**src/rtl/qpsk_framer.sv**
```systemverilog
// ---------------------------------------------------------------------------
// qpsk_framer
// Builds a QPSK burst from a byte stream. Each frame is:
//   - PREAMBLE_SYMS preamble symbols, alternating 00, 11, 00, ...
//   - the 32-bit SYNC_WORD, sent MSB first as 16 dibits
//   - payload bytes, each sent MSB first as 4 dibits
// Every symbol lasts SPS clock cycles. A low i_ready freezes the framer.
//
// Ports
//   clk, rst_n       : rising-edge clock; asynchronous active-low reset
//   s_data/s_valid/
//   s_last/s_ready   : payload byte stream (valid/ready handshake)
//   i_ready          : downstream modulator ready; low stalls the framer
//   o_I, o_Q         : current dibit (o_I carries the MSB-side bit)
//   o_valid          : high while a frame is in progress
//   o_sym_stb        : one-cycle pulse in the first cycle of each symbol
//   o_underrun       : one-cycle pulse when the payload ran dry mid-frame
// ---------------------------------------------------------------------------
module qpsk_framer #(
   parameter int unsigned SPS           = 4,
   parameter int unsigned PREAMBLE_SYMS = 16,
   parameter logic [31:0] SYNC_WORD     = 32'h1ACFFC1D
) (
   input  logic       clk,
   input  logic       rst_n,
   input  logic [7:0] s_data,
   input  logic       s_valid,
   input  logic       s_last,
   output logic       s_ready,
   input  logic       i_ready,
   output logic       o_I,
   output logic       o_Q,
   output logic       o_valid,
   output logic       o_sym_stb,
   output logic       o_underrun
);

   localparam int unsigned   CW       = (SPS > 1) ? $clog2(SPS) : 1;
   localparam logic [CW-1:0] CNT_LAST = CW'(SPS - 1);
   localparam logic [6:0]    PRE_LAST = 7'(PREAMBLE_SYMS - 1);

   typedef enum logic [1:0] {
      ST_IDLE     = 2'd0,
      ST_PREAMBLE = 2'd1,
      ST_SYNC     = 2'd2,
      ST_PAYLOAD  = 2'd3
   } state_t;

   state_t        state_q, state_d;
   logic [CW-1:0] cnt_q, cnt_d;          // sample index within the symbol
   logic [6:0]    sym_q, sym_d;          // symbol index within the phase
   logic [7:0]    hold_q, hold_d;
   logic          hold_last_q, hold_last_d;
   logic          hold_full_q, hold_full_d;
   logic [7:0]    shift_q, shift_d;      // byte being sent, next dibit in [7:6]
   logic          cur_last_q, cur_last_d;
   logic          underrun_q, underrun_d;

   logic          sym_end_s;
   logic [31:0]   sync_sh_s;
   logic          dib_i_s, dib_q_s;

   // State and datapath registers with asynchronous reset.
   always_ff @(posedge clk or negedge rst_n) begin
      if (!rst_n) begin
         state_q     <= ST_IDLE;
         cnt_q       <= {CW{1'b0}};
         sym_q       <= 7'd0;
         hold_q      <= 8'd0;
         hold_last_q <= 1'b0;
         hold_full_q <= 1'b0;
         shift_q     <= 8'd0;
         cur_last_q  <= 1'b0;
         underrun_q  <= 1'b0;
      end else begin
         state_q     <= state_d;
         cnt_q       <= cnt_d;
         sym_q       <= sym_d;
         hold_q      <= hold_d;
         hold_last_q <= hold_last_d;
         hold_full_q <= hold_full_d;
         shift_q     <= shift_d;
         cur_last_q  <= cur_last_d;
         underrun_q  <= underrun_d;
      end
   end

   // A symbol ends on its last sample, and only when the modulator takes it.
   assign sym_end_s = (state_q != ST_IDLE) && i_ready && (cnt_q == CNT_LAST);

   // Next-state logic: sample/symbol counters, phase sequencing, byte handoff.
   always_comb begin
      state_d     = state_q;
      cnt_d       = cnt_q;
      sym_d       = sym_q;
      hold_d      = hold_q;
      hold_last_d = hold_last_q;
      hold_full_d = hold_full_q;
      shift_d     = shift_q;
      cur_last_d  = cur_last_q;
      underrun_d  = 1'b0;

      // The holding register may fill even while the framer is stalled.
      if (s_valid && !hold_full_q) begin
         hold_d      = s_data;
         hold_last_d = s_last;
         hold_full_d = 1'b1;
      end else begin
         hold_d      = hold_q;
      end

      if ((state_q != ST_IDLE) && i_ready) begin
         cnt_d = (cnt_q == CNT_LAST) ? {CW{1'b0}} : (cnt_q + CW'(1));
      end else begin
         cnt_d = cnt_q;
      end

      case (state_q)
         ST_IDLE: begin
            if (hold_full_q && i_ready) begin
               state_d = ST_PREAMBLE;
               sym_d   = 7'd0;
            end else begin
               state_d = ST_IDLE;
            end
         end
         ST_PREAMBLE: begin
            if (sym_end_s) begin
               if (sym_q == PRE_LAST) begin
                  state_d = ST_SYNC;
                  sym_d   = 7'd0;
               end else begin
                  sym_d   = sym_q + 7'd1;
               end
            end else begin
               sym_d = sym_q;
            end
         end
         ST_SYNC: begin
            if (sym_end_s) begin
               if (sym_q == 7'd15) begin
                  // The byte that launched the frame is still in hold here;
                  // s_ready stayed low all the way through preamble and sync.
                  state_d     = ST_PAYLOAD;
                  sym_d       = 7'd0;
                  shift_d     = hold_q;
                  cur_last_d  = hold_last_q;
                  hold_full_d = 1'b0;
               end else begin
                  sym_d       = sym_q + 7'd1;
               end
            end else begin
               sym_d = sym_q;
            end
         end
         ST_PAYLOAD: begin
            if (sym_end_s) begin
               if (sym_q == 7'd3) begin
                  sym_d = 7'd0;
                  if (cur_last_q) begin
                     state_d = ST_IDLE;
                  end else if (hold_full_q) begin
                     shift_d     = hold_q;
                     cur_last_d  = hold_last_q;
                     hold_full_d = 1'b0;
                  end else begin
                     underrun_d  = 1'b1;
                     state_d     = ST_IDLE;
                  end
               end else begin
                  sym_d   = sym_q + 7'd1;
                  shift_d = {shift_q[5:0], 2'b00};
               end
            end else begin
               sym_d = sym_q;
            end
         end
         default: begin
            state_d = ST_IDLE;
         end
      endcase
   end

   // Dibit selection, decoded straight from the phase registers.
   always_comb begin
      sync_sh_s = SYNC_WORD << {sym_q[3:0], 1'b0};
      case (state_q)
         ST_IDLE: begin
            dib_i_s = 1'b0;
            dib_q_s = 1'b0;
         end
         ST_PREAMBLE: begin
            dib_i_s = sym_q[0];
            dib_q_s = sym_q[0];
         end
         ST_SYNC: begin
            dib_i_s = sync_sh_s[31];
            dib_q_s = sync_sh_s[30];
         end
         ST_PAYLOAD: begin
            dib_i_s = shift_q[7];
            dib_q_s = shift_q[6];
         end
         default: begin
            dib_i_s = 1'b0;
            dib_q_s = 1'b0;
         end
      endcase
   end

   assign s_ready    = !hold_full_q;
   assign o_valid    = (state_q != ST_IDLE);
   assign o_sym_stb  = (state_q != ST_IDLE) && (cnt_q == {CW{1'b0}}) && i_ready;
   assign o_underrun = underrun_q;
   assign o_I        = dib_i_s;
   assign o_Q        = dib_q_s;

endmodule

```
**config.mk**
```make
export PLATFORM = sky130hd
export DESIGN_NAME = qpsk_framer
export DESIGN_NICKNAME = d
export VERILOG_FILES = /design/src/rtl/qpsk_framer.sv
export SDC_FILE = /design/constraint.sdc
export NUM_CORES = 1
export LEC_CHECK = 0
export BUFFER_PORTS_ARGS = -buffer_cell sky130_fd_sc_hd__buf_2
export CAP_MARGIN = 20
export CORE_MARGIN = 2
export CORE_UTILIZATION = 45
export CTS_CLUSTER_DIAMETER = 100
export DETAILED_ROUTE_END_ITERATION = 8
export PLACE_DENSITY = 0.69
export SYNTH_ARGS = -nofsm -noshare
export SYNTH_HDL_FRONTEND = slang
export SYNTH_SLANG_ARGS = --single-unit
```
**constraint.sdc**
```tcl
create_clock -name clk -period 1.95 [get_ports clk]
set_input_delay 0.585 -clock clk [delete_from_list [all_inputs] [get_ports clk]]
set_output_delay 0.585 -clock clk [all_outputs]
set_load 0.02 [all_outputs]
```
==> results.json <==
{
  "cts-buffers-inserted": 5,
  "drtIter0Drc": 115,
  "die-width_microns": 68.43,
  "grt_antenna_before_repair": 0,
  "detailedPlacementHpwl_mm": 3.022,
  "r2r_setup_slack_ps": -200,
  "max_slew_margin_pct": 54.29,
  "worst_r2r_endpoint": "shift_q[2]",
  "clkLatencyLatePin_ps": 290,
  "insertedDiodeCount": 0,
  "cts_tree": "built",
  "worst_flop_to_flop_path_startpoint": "sym_q[0]",
  "critPathLaunchType": "flip-flop",
  "totalWireLength_mm": 4.344,
  "final_cell_mix": "buf_4, dfrtp_1, buf_2",
  "global_route_wire_length_before_repair_mm": 6.969,
  "ctsHoldBuffers": 0,
  "synth.area.mux_share_pct": 16.68,
  "synth_warnings": 0,
  "global_route.overflow_total": 0,
  "cp_data_required_time_ps": 1360,
  "clock_path_buffers": 2,
  "final_common_cell": "buf_4",
  "final_antenna_net_count": 0,
  "yosys_register_bits": 31,
  "edff_count_synth": 0,
  "routability_cong": 0.8147,
  "synth.top_cells.by_area": "dfrtp_1, mux2_2, ha_1, inv_1, nand2_1",
  "final_nets": 249,
  "cts.reportedPaths.clkPinSlew_ps": 70,
  "largest_net_degree_at_the_start_of_global_routing": 32,
  "synthAdderAreaFrac_pct": 7.368,
  "final_period_minus_worst_setup_slack_ps": 2441,
  "yosys.area_share.xor_xnor_pct": 0,
  "violations_in_the_final_reports": "setup timing",
  "max_cap_violations": 0,
  "fmax_mhz": 409.7,
  "post-synth-top-area-fraction_pct": 41.53,
  "synth_compound_area_share_pct": 15.54,
  "crit_fanout": 6,
  "dr_total_vias": 1540,
  "timing.final.hold_violations": 0,
  "clkSinkCount": 31,
  "core.rowCount": 23,
  "drc_errors": 0,
  "clockRootBuffer": "clkbuf_8",
  "synthArstFlopShare_pct": 100.0,
  "cp-end-kind": "output pin",
  "worst_r2r_path_depth": 9,
  "initial_cell_density_of_the_core_pct": 46.70,
  "wire_per_inst_microns": 15.74,
  "synth.net_count": 193,
  "power_per_cell_area_mw_per_mm2": 1489,
  "first_global_vias": 1546,
  "postSynthAreaPerCell_sq_um": 11.05,
  "peakVddDrop_v": 0.0006363,
  "drive_above_1_share_pct": 53.98,
  "setup_repair_after_global_routing_missed_its_margin": "yes",
  "syn_inst": 169,
  "largest_area_contributor_in_the_netlist": "dfrtp_1",
  "vias_per_cell": 5.580,
  "firstDrtPassIters": 4,
  "die_area_sq_mm": 0.004683,
  "synth_flop_cell": "dfrtp_1",
  "worstMarginPinSlew_ps": 685.6,
  "ratio_of_final_minimum_period_to_clock_period_pct": 125.2,
  "sequential_element_share_of_the_synthesized_area_pct": 41.53,
  "grt_use_total_pct": 20.65,
  "number_of_port_buffers": 18,
  "post_synth_cell_types": 48,
  "fillers": 295,
  "die_height_microns": 68.43,
  "simple_gate_share_of_the_synthesized_area_pct": 14.07,
  "run_status": "complete, but fails checks",
  "final-max-slew-violation-count": 0,
  "synthesis.area_sq_mm": 0.001868,
  "areaGrowthSynthToFinish_pct": 39.05,
  "combinational_family_with_the_most_area_after_synthesis": "multiplexers",
  "setup_slack_ps": -491.1,
  "clock_skew_ps": 4.889,
  "worst_hold_path_type": "in -> async",
  "finalSetupViolCount": 17,
  "core_area_sq_mm": 0.004000,
  "cts_max_level": 2,
  "setup_total_negative_slack_ps": -2610,
  "timing.setup.critical_path_class": "reg -> out",
  "hold-worst-slack_ps": 332.5,
  "worstPathArrival_ps": 1860,
  "ioPinCount": 19,
  "total_leakage_power_nw": 1.178
}
[routing by layer]
layer / routed length (microns) / GRT usage [%]
met5: 0 / 0
met4: 99 / 10.00
met3: 156 / 5.263
met2: 2273 / 34.74
met1: 1814 / 24.32
[area by class of cell]
| type | instances | area, sq um | area share (%) |
|---|---|---|---|
| repair buffers | 55 | 415.4 | 15.99 |
| flip-flops and latches | 31 | 778.2 | 29.96 |
| well taps | 50 | 62.56 | 2.408 |
| clock inverters | 2 | 12.51 | 0.4817 |
| multi-input cells | 118 | 1201 | 46.24 |
| inverters | 14 | 55.05 | 2.119 |
| clock buffers | 6 | 72.57 | 2.794 |
[state kept, by name (all words and copies together), names as in the netlist]
signal       cells
hold_q           8
shift_q          8
sym_q            7
cnt_q            2
state_q          2
cur_last_q       1
hold_full_q      1
hold_last_q      1
o_underrun       1
[cells in the mapped netlist, types with 2 or more instances]
| master | instances |
|---|---|
| a2111oi_0 | 4 |
| nor2b_1 | 2 |
| a31oi_1 | 2 |
| a21oi_1 | 3 |
| nor2_1 | 5 |
| nand2b_1 | 2 |
| nor3_1 | 3 |
| a221o_1 | 4 |
| nand3_1 | 4 |
| inv_1 | 14 |
| buf_2 | 3 |
| nand2_1 | 13 |
| ha_1 | 11 |
| dfrtp_1 | 31 |
| mux2i_1 | 3 |
| or2_2 | 2 |
| and2_1 | 3 |
| o21ai_0 | 7 |
| a211oi_1 | 3 |
| mux2_2 | 22 |
[metrics by stage]
step	cells	total power, mW	area [sq um]	setup slack, ps	utilization [%]
final	276	3.866	2597	-491.1	64.94
after global routing	276	4.129	2597	-535.4	64.94
after CTS	272	3.526	2397	-483.4	59.93
after detailed placement	262	2.927	2267	-197.6	56.68
after global placement	262	2.816	2267	-162.4	56.68
after floorplan	169	2.258	1907	-76.22	-
[worst max path at each step]
stage                        start  endpoint  slack, ps  cells after the start
after floorplan           sym_q[0]       o_Q        -80                      4
after global placement    sym_q[0]       o_Q       -160                      5
after detailed placement  sym_q[1]       o_Q       -200                      7
after CTS                 sym_q[0]       o_Q       -480                      5
after global routing      sym_q[1]       o_Q       -540                      7
final                     sym_q[0]       o_Q       -490                      6
[cell families after synthesis]
logic type                 Yosys count
AOI/OAI and AO/OA                   36
and+or+nand+nor                     44
buffers and inverters               20
DFF                                 31
muxes                               27
adders and majority gates           11
[critical path, stage by stage (launching register included)]
cell,delay [ps]
dfrtp_2,470
inv_2,60
ha_2,170
mux4_2,440
nand2b_4,160
a31oi_4,120
buf_6,130
[timing repair]
action	CTS	global route
setup buffers	2	4
resized for setup	8	42
pin swaps	2	4
setup endpoints to repair	16	20
[report_power, final]
group          internal [mW]  switching (mW)  leakage (nW)  total [mW]
Sequential             0.893           0.193         0.387        1.09
Combinational           1.20            1.08         0.750        2.28
Clock                  0.249           0.250        0.0412       0.499
No activity file was read; power rests on OpenSTA's default activity.
